`config.mk`:
```
export PLATFORM = sky130hd
export DESIGN_NAME = mem_port_arbiter_flat
export DESIGN_NICKNAME = d
export VERILOG_FILES = /design/src/rtl/mem_arb_pkg.sv /design/src/rtl/mem_port_arbiter_if.sv /design/src/rtl/arb_rr2.sv /design/src/rtl/mem_port_arbiter.sv /design/src/flat_wrapper.sv
export SDC_FILE = /design/constraint.sdc
export NUM_CORES = 1
export LEC_CHECK = 0
export CORE_ASPECT_RATIO = 1.5
export CORE_MARGIN = 2
export CORE_UTILIZATION = 35
export CTS_BUF_LIST = sky130_fd_sc_hd__clkbuf_4
export DETAILED_ROUTE_END_ITERATION = 6
export GPL_TIMING_DRIVEN = 0
export PLACE_DENSITY_LB_ADDON = 0.3
export SLEW_MARGIN = 30
export SYNTH_ARGS = -nofsm -noshare
export SYNTH_HDL_FRONTEND = slang
export SYNTH_HIERARCHICAL = 1
export SYNTH_SLANG_ARGS = --single-unit
```
`constraint.sdc`:
```
create_clock -name clk -period 2.6 [get_ports clk]
set_input_delay 0.65 -clock clk [delete_from_list [all_inputs] [get_ports clk]]
set_output_delay 0.65 -clock clk [all_outputs]
set_load 0.05 [all_outputs]
```
`src/rtl/mem_arb_pkg.sv`:
```
// Shared constants for the three-port memory arbiter.
// Requester indices and vector width used by every file of the block.
package mem_arb_pkg;

  localparam int NUM_REQ   = 3;
  localparam int REQ_VIDEO = 0;
  localparam int REQ_CPU   = 1;
  localparam int REQ_IO    = 2;

  typedef logic [NUM_REQ-1:0] req_vec_t;

endpackage

```
`src/rtl/mem_port_arbiter_if.sv`:
```
// Requester-side and memory-side bundle of the memory port arbiter.
// slave = arbiter view, master = requesters plus memory.
interface mem_port_arbiter_if
  import mem_arb_pkg::*;
#(
  parameter int ADDR_W = 16,
  parameter int DATA_W = 16
);

  req_vec_t                    req;
  req_vec_t                    we;
  logic [NUM_REQ*ADDR_W-1:0]   addr;
  logic [NUM_REQ*DATA_W-1:0]   wdata;
  req_vec_t                    gnt;
  req_vec_t                    rvalid;
  logic [DATA_W-1:0]           rdata;

  logic                        mem_en;
  logic                        mem_we;
  logic [ADDR_W-1:0]           mem_addr;
  logic [DATA_W-1:0]           mem_wdata;
  logic [DATA_W-1:0]           mem_rdata;

  modport slave (
    input  req,
    input  we,
    input  addr,
    input  wdata,
    input  mem_rdata,
    output gnt,
    output rvalid,
    output rdata,
    output mem_en,
    output mem_we,
    output mem_addr,
    output mem_wdata
  );

  modport master (
    output req,
    output we,
    output addr,
    output wdata,
    output mem_rdata,
    input  gnt,
    input  rvalid,
    input  rdata,
    input  mem_en,
    input  mem_we,
    input  mem_addr,
    input  mem_wdata
  );

endinterface

```
`src/rtl/arb_rr2.sv`:
```
// Two-way round-robin pick between the CPU and IO requesters.
// ptr_q=0 prefers req[0]; the loser of every grant becomes preferred.
module arb_rr2 (
  input  logic       clk,
  input  logic       reset,
  input  logic       en,
  input  logic [1:0] req,
  output logic [1:0] gnt
);

  logic ptr_q;
  logic ptr_d;

  always_comb begin
    gnt = 2'b00;
    if (en) begin
      if (req[0] && (!req[1] || !ptr_q)) begin
        gnt[0] = 1'b1;
      end else if (req[1]) begin
        gnt[1] = 1'b1;
      end
    end
    ptr_d = ptr_q;
    if (gnt[0]) begin
      ptr_d = 1'b1;
    end else if (gnt[1]) begin
      ptr_d = 1'b0;
    end
  end

  always_ff @(posedge clk or negedge reset) begin
    if (!reset) begin
      ptr_q <= 1'b0;
    end else begin
      ptr_q <= ptr_d;
    end
  end

endmodule

```
`src/rtl/mem_port_arbiter.sv`:
```
// Single-port memory arbiter: video has fixed priority, CPU/IO share
// round-robin; all memory-side outputs and grants are registered.
module mem_port_arbiter
  import mem_arb_pkg::*;
#(
  parameter int ADDR_W = 16,
  parameter int DATA_W = 16
) (
  input logic               clk,
  input logic               reset,
  mem_port_arbiter_if.slave bus
);

  req_vec_t          elig;
  req_vec_t          win;
  req_vec_t          gnt_d;
  req_vec_t          gnt_q;
  req_vec_t          rvalid_d;
  req_vec_t          rvalid_q;
  logic [1:0]        rr_gnt;
  logic              mem_en_d;
  logic              mem_en_q;
  logic              mem_we_d;
  logic              mem_we_q;
  logic [ADDR_W-1:0] mem_addr_d;
  logic [ADDR_W-1:0] mem_addr_q;
  logic [DATA_W-1:0] mem_wdata_d;
  logic [DATA_W-1:0] mem_wdata_q;

  // A port granted this cycle sits out the next decision.
  assign elig = bus.req & ~gnt_q;

  arb_rr2 u_rr (
    .clk   (clk),
    .reset (reset),
    .en    (!elig[REQ_VIDEO]),
    .req   ({elig[REQ_IO], elig[REQ_CPU]}),
    .gnt   (rr_gnt)
  );

  always_comb begin
    win            = '0;
    win[REQ_VIDEO] = elig[REQ_VIDEO];
    win[REQ_CPU]   = rr_gnt[0];
    win[REQ_IO]    = rr_gnt[1];
  end

  always_comb begin
    gnt_d       = win;
    mem_en_d    = |win;
    mem_we_d    = 1'b0;
    mem_addr_d  = mem_addr_q;
    mem_wdata_d = mem_wdata_q;
    unique case (1'b1)
      win[REQ_VIDEO]: begin
        mem_we_d    = bus.we[REQ_VIDEO];
        mem_addr_d  = bus.addr[REQ_VIDEO*ADDR_W +: ADDR_W];
        mem_wdata_d = bus.wdata[REQ_VIDEO*DATA_W +: DATA_W];
      end
      win[REQ_CPU]: begin
        mem_we_d    = bus.we[REQ_CPU];
        mem_addr_d  = bus.addr[REQ_CPU*ADDR_W +: ADDR_W];
        mem_wdata_d = bus.wdata[REQ_CPU*DATA_W +: DATA_W];
      end
      win[REQ_IO]: begin
        mem_we_d    = bus.we[REQ_IO];
        mem_addr_d  = bus.addr[REQ_IO*ADDR_W +: ADDR_W];
        mem_wdata_d = bus.wdata[REQ_IO*DATA_W +: DATA_W];
      end
      default: begin
      end
    endcase
    // The memory returns read data one cycle after the grant cycle.
    rvalid_d = (mem_en_q && !mem_we_q) ? gnt_q : '0;
  end

  always_ff @(posedge clk or negedge reset) begin
    if (!reset) begin
      gnt_q       <= '0;
      rvalid_q    <= '0;
      mem_en_q    <= 1'b0;
      mem_we_q    <= 1'b0;
      mem_addr_q  <= '0;
      mem_wdata_q <= '0;
    end else begin
      gnt_q       <= gnt_d;
      rvalid_q    <= rvalid_d;
      mem_en_q    <= mem_en_d;
      mem_we_q    <= mem_we_d;
      mem_addr_q  <= mem_addr_d;
      mem_wdata_q <= mem_wdata_d;
    end
  end

  assign bus.gnt       = gnt_q;
  assign bus.rvalid    = rvalid_q;
  assign bus.rdata     = bus.mem_rdata;
  assign bus.mem_en    = mem_en_q;
  assign bus.mem_we    = mem_we_q;
  assign bus.mem_addr  = mem_addr_q;
  assign bus.mem_wdata = mem_wdata_q;

endmodule
```
`src/flat_wrapper.sv`:
```
// flat-port wrapper written by rule: the top's interface ports become plain ports
module mem_port_arbiter_flat import mem_arb_pkg::*;
#(
  parameter int ADDR_W = 16,
  parameter int DATA_W = 16
)
  (clk, reset, bus_req, bus_we, bus_addr, bus_wdata, bus_mem_rdata, bus_gnt, bus_rvalid, bus_rdata, bus_mem_en, bus_mem_we, bus_mem_addr, bus_mem_wdata);
  mem_port_arbiter_if #(.ADDR_W(ADDR_W), .DATA_W(DATA_W)) bus_i ();
  input logic clk;
  input logic reset;
  input wire logic [$bits(bus_i.req)-1:0] bus_req;
  input wire logic [$bits(bus_i.we)-1:0] bus_we;
  input wire logic [$bits(bus_i.addr)-1:0] bus_addr;
  input wire logic [$bits(bus_i.wdata)-1:0] bus_wdata;
  input wire logic [$bits(bus_i.mem_rdata)-1:0] bus_mem_rdata;
  output wire logic [$bits(bus_i.gnt)-1:0] bus_gnt;
  output wire logic [$bits(bus_i.rvalid)-1:0] bus_rvalid;
  output wire logic [$bits(bus_i.rdata)-1:0] bus_rdata;
  output wire logic [$bits(bus_i.mem_en)-1:0] bus_mem_en;
  output wire logic [$bits(bus_i.mem_we)-1:0] bus_mem_we;
  output wire logic [$bits(bus_i.mem_addr)-1:0] bus_mem_addr;
  output wire logic [$bits(bus_i.mem_wdata)-1:0] bus_mem_wdata;
  assign bus_i.req = bus_req;
  assign bus_i.we = bus_we;
  assign bus_i.addr = bus_addr;
  assign bus_i.wdata = bus_wdata;
  assign bus_i.mem_rdata = bus_mem_rdata;
  assign bus_gnt = bus_i.gnt;
  assign bus_rvalid = bus_i.rvalid;
  assign bus_rdata = bus_i.rdata;
  assign bus_mem_en = bus_i.mem_en;
  assign bus_mem_we = bus_i.mem_we;
  assign bus_mem_addr = bus_i.mem_addr;
  assign bus_mem_wdata = bus_i.mem_wdata;
  mem_port_arbiter #(.ADDR_W(ADDR_W), .DATA_W(DATA_W)) u_core (.clk(clk), .reset(reset), .bus(bus_i));
endmodule
```
After elaboration in Yosys (flattened, before gate mapping)
Cells that the tools add are included.

word-level totals
  input port bits = 120
  word-level logic and storage cells = 28
  bits in registers = 41
  output and inout port bits = 56

cells by class
  bitwise operators = 2
  muxes and demuxes = 10
  reduce and logical (&&, ||, !) cells = 9

operators with widths
  operator                          count
  case mux 16 bit (3 select lines)  2
  2-to-1 mux 1 bit                  5
  bitwise AND 3 bit                 1
  logical NOT 1 bit                 3
  2-to-1 mux 3 bit                  1
  NOT 3 bit                         1
  case mux 1 bit (3 select lines)   1
  nonzero test 3 bit                1
  OR reduction 3 bit                1
  logical AND 1 bit                 2
  2-to-1 mux 2 bit                  1
  nonzero test 2 bit                1
  logical OR 1 bit                  1

Depth between registers and ports, before layout
  word-level depth = 9
  mapped depth = 13
  gate-level depth less buffers = 7

Hierarchy
Netlist, hierarchy kept.

by module, submodules not included
  module            times used  sequential area each (µm²)  area each (µm²)  cells an instance
  mem_port_arbiter  1           1001.0                      2259.7           220
  arb_rr2           1           25.0                        68.8             9

Least setup slack after synthesis
Ideal clock, no wire load.

  path type = input-to-reg
  start = input port bus_req[0]
  end = register u_core.mem_addr_q[11] (netlist: u_core/bus.mem_addr[11])
  data arrival time = 2.183 ns
  library setup time = 0.130 ns
  required time = 2.470 ns
  stages on the path = 13
  buffers on the path = 6
  slack = 0.287 ns
  cell sequence = nor2b_1 > buf_6 > buf_4 > inv_1 > nand2_1 > a21oi_1 > buf_4 > buf_6 > or2_1 > buf_6 > buf_6 > nor3_2 > a31oi_1

between the ends
  longest elaborated chain between the ends = 3
  elaborated cells on any way between the ends = 4
  classes of those cells = 2 x mux; 1 x bitwise; 1 x reduce/logical

RTL lines
  item                                                                    RTL line                source
  from (decl)                                                             flat_wrapper.sv:11      input wire logic [$bits(bus_i.req)-1:0] bus_req;
  bitwise AND 3 bit (*)                                                   mem_port_arbiter.sv:31  assign elig = bus.req & ~gnt_q;
  net u_core.elig[0]                                                      mem_port_arbiter.sv:14  req_vec_t elig;
  2-to-1 mux 2 bit (*)                                                    arb_rr2.sv:16           if (en) begin
  net u_core.rr_gnt[0]                                                    mem_port_arbiter.sv:20  logic [1:0] rr_gnt;
  case mux 16 bit (3 select lines) or nonzero test 3 bit (tied branches)  n/a
  to (signal assigned)                                                    mem_port_arbiter.sv:90  mem_addr_q <= mem_addr_d;
  to (decl)                                                               mem_port_arbiter.sv:26  logic [ADDR_W-1:0] mem_addr_q;

Mark *: on every way through the listed nets, which the timed path passes. The rest lies on a longest branch.
A chain may end at the register's enable or synchronous reset.

Final worst setup path
  start = input port bus_req[0]
  end = register u_core.mem_wdata_q[2] (netlist: u_core/bus.mem_wdata[2])

between the ends
  longest elaborated chain between the ends = 3
  elaborated cells on any way between the ends = 4
  classes of those cells = 2 x mux; 1 x bitwise; 1 x reduce/logical

RTL lines
  item                                                                    RTL line                source
  bitwise AND 3 bit (*)                                                   mem_port_arbiter.sv:31
  net u_core.elig[0]                                                      mem_port_arbiter.sv:14
  2-to-1 mux 2 bit (*)                                                    arb_rr2.sv:16
  net u_core.rr_gnt[0]                                                    mem_port_arbiter.sv:20
  case mux 16 bit (3 select lines) or nonzero test 3 bit (tied branches)  n/a
  to (signal assigned)                                                    mem_port_arbiter.sv:91  mem_wdata_q <= mem_wdata_d;
  to (decl)                                                               mem_port_arbiter.sv:28  logic [DATA_W-1:0] mem_wdata_q;

Marks and branches as above.

==> reports/qor.yml <==
outcome:
  status: "completed"
setup_path:
  worstSetupPathType: "primary input to register"
  worstPathMaxFanout: 10
  cp-start-kind: "primary input"
  cp.required_ns: 2.87
  r2r_start: "u_core/bus.gnt[0]"
  arrival_ns: 2.72
  crit_start: "bus_req[0]"
  crit_path_end_kind: "register"
clocking:
  cts_tree: "yes"
  h-tree-depth: 2
  clock_path_buffers: 2
  root_buffer: "clkbuf_4"
  clkSlewWorstSetupHoldPaths_ns: 0.12
  hold_buffers: 0
  clock-sinks: 41
  numCtsBuffers: 5
  clkLatencyLatePin_ns: 0.35
logic_synthesis:
  ys_seq_area_share_pct: 44.1
  synthMuxAreaShare_pct: 0
  syn_area_sq_um: 2330
  synthCells: 229
  synth_top_family_by_area: "simple AND/OR/NAND/NOR gates"
  synth_top_area_share_pct: 44.1
  avgSynthCellArea_sq_um: 10.2
  synth.largest_area_cell: "dfrtp_1"
  syn-num-nets: 349
  ys_ff_latch: 41
  synthDistinctLibCells: 20
  synth_area_leaders: "dfrtp_1 44%, nor3_2 13%, a22oi_1 10%"
  synthXorXnorAreaFrac_pct: 0
  synth_compound_area_share_pct: 20.2
  synth-simple-area-share_pct: 22.3
  synth_warnings: 6
  synthAdderAreaFrac_pct: 0
place:
  place_congestion: 0.756
  dp_slack_ns: -0.388
  hpwlAfterDp_um: 6020
  port_buffers: 159
global_route:
  grt_max_degree: 28
  use_met1_pct: 22.6
  top_usage_layer: "met2"
  grt_use_total_pct: 21.1
  first_global_vias: 2558
  antenna_found_initial: 0
  grt_use_met2_pct: 41.1
  grt-ovfl-total: 0
  grt_pass1_wl_um: 12400
  met3_usage_pct: 4.07
die:
  die_w_um: 70.6
  ioPinCount: 176
  coreArea_sq_um: 6490
  rows: 36
  die_h_um: 104
  die_area_sq_um: 7330
  initial_core_util_pct: 35.9
job:
  maxCapViolations: 0
cells_and_area:
  n_fill_cell: 585
  nets: 517
  area_growth_pct: 77.8
  drive_above_1_share_pct: 20.6
  diodes: 0
  final_common_cell: "clkdlybuf4s50_1"
  multi_input_area_sq_um: 991
  final_cell_mix: "158 x clkdlybuf4s50_1, 41 x dfrtp_1, 34 x nand2_1"
  regArea_sq_um: 1030
detailed_routing:
  post_drt_wl_per_cell_um: 16.2
  antenna_left: 0
  drc_errors: 0
  drt_iter0_markers: 94
  via_per_inst: 5.12
  vias: 2428
  first_pass_iters: 4
  postRouteWirelength_um: 7700
power:
  switching_power_w: 0.00136
  p_seq_share_pct: 30.0
  power_frac_clock_pct: 13.7
  max-vdd-ir-drop_uv: 378
  switching_share_pct: 44.8
  cell_internal_pwr_w: 0.00168
  pwr-share-comb_pct: 56.3
  leakage_nw: 1.66
  pwr_density_cell_nw_per_um2: 735
sta:
  slew_headroom_pct: 64.2
  post-route-period-util_pct: 94.3
  finalHoldViolCount: 0
  worst_slew_pin_slew_ns: 0.535
  whs_ns: 0.201
  setup_violations: 0
  clock.fmax_mhz: 408
  finalMaxSlewViolations: 0
  fin_worst_skew_ns: 0.0152
  worst_slack_ns: 0.148
  period_needed_ns: 2.45
min_path:
  hp-class: "primary input to async pin"
[routing by layer]
layer  routed length (um)  share of wire, %
met1                 2720                35
met3                  473               6.1
met4                   98               1.3
met5                    0                 0
met2                 4400                57
[sequential cells by signal, summed over array words and instances (netlist names)]
name / flops
u_core/bus.mem_we: 1
u_core/u_rr/ptr_q: 1
u_core/bus.mem_wdata: 16
u_core/bus.mem_addr: 16
u_core/bus.rvalid: 3
u_core/bus.mem_en: 1
u_core/bus.gnt: 3
[what timing repair did]
action                     4_1_cts  5_1_grt
buffers inserted                 0        1
setup endpoints to repair       21       30
gates resized for setup          4       10
[path summary, 6_finish.rpt]
| kind | to | slack, ns | cells past startpoint |
|---|---|---|---|
| worst max register to register | u_core/bus.mem_wdata[11] | 0.50 | 13 |
| worst max-delay path | u_core/bus.mem_wdata[2] | 0.15 | 12 |
| min in group clk | u_core/bus.rvalid[2] | 0.54 | 1 |
| worst min-delay path | u_core/bus.mem_addr[15] | 0.20 | 1 |
| worst min register to register | u_core/bus.rvalid[2] | 0.54 | 1 |
| max in group asynchronous | u_core/bus.mem_wdata[14] | 1.93 | 2 |
[metrics by stage]
stage / setup TNS [ns] / instance area [sq um] / power [W] / std cells / util (%)
6_report: 0 / 4140 / 0.00304 / 474 / 63.8
5_1_grt: -0.00355 / 4140 / 0.00320 / 474 / 63.8
4_1_cts: 0 / 4120 / 0.00307 / 473 / 63.5
3_5_place_dp: -11.86 / 4030 / 0.00264 / 465 / 62.1
3_3_place_gp: -19.46 / 4020 / 0.00261 / 464 / 61.9
2_1_floorplan: 0 / 2330 / 0.00198 / 229 / -
[power by group through the flow]
stage               clock, W  combinational (W)  sequential [W]
global route        0.000456            0.00181        0.000934
CTS                 0.000429            0.00173        0.000914
detailed placement         0            0.00172        0.000925
finish              0.000417            0.00171        0.000913
global placement           0            0.00170        0.000914
floorplan                  0           0.000502         0.00148
[cells in the mapped netlist, drive strengths merged]
cell type,n
a31oi,32
nor2b,4
nor2,1
dfrtp,41
a22oi,32
inv,3
nand2,34
or2,1
and2,3
a222oi,1
nand2b,1
and3,1
nor3,32
clkbuf,6
buf,34
a21oi,3
[cell families after synthesis]
logic type | Yosys count
compound gates | 68
buf+inv | 43
flops | 41
simple gates | 77
[critical path, stage by stage]
cell and delay [ns]:
clkdlybuf4s50_1 0.39, nor2b_2 0.15, buf_6 0.11, buf_8 0.14
inv_1 0.08, nand2_1 0.08, a21oi_1 0.12, buf_4 0.13
buf_6 0.12, clkbuf_1 0.36, a22oi_1 0.16, a31oi_1 0.20
[final cells by class]
cell class	count	area share, %
Timing Repair Buffer	161	39.0
Sequential cell	41	24.8
Multi-Input combinational cell	145	23.9
Buffer	40	7.80
Tap cell	76	2.30
Clock inverter	3	0.998
Clock buffer	5	0.907
Inverter	3	0.272
Power figures use the tool's default switching activity.
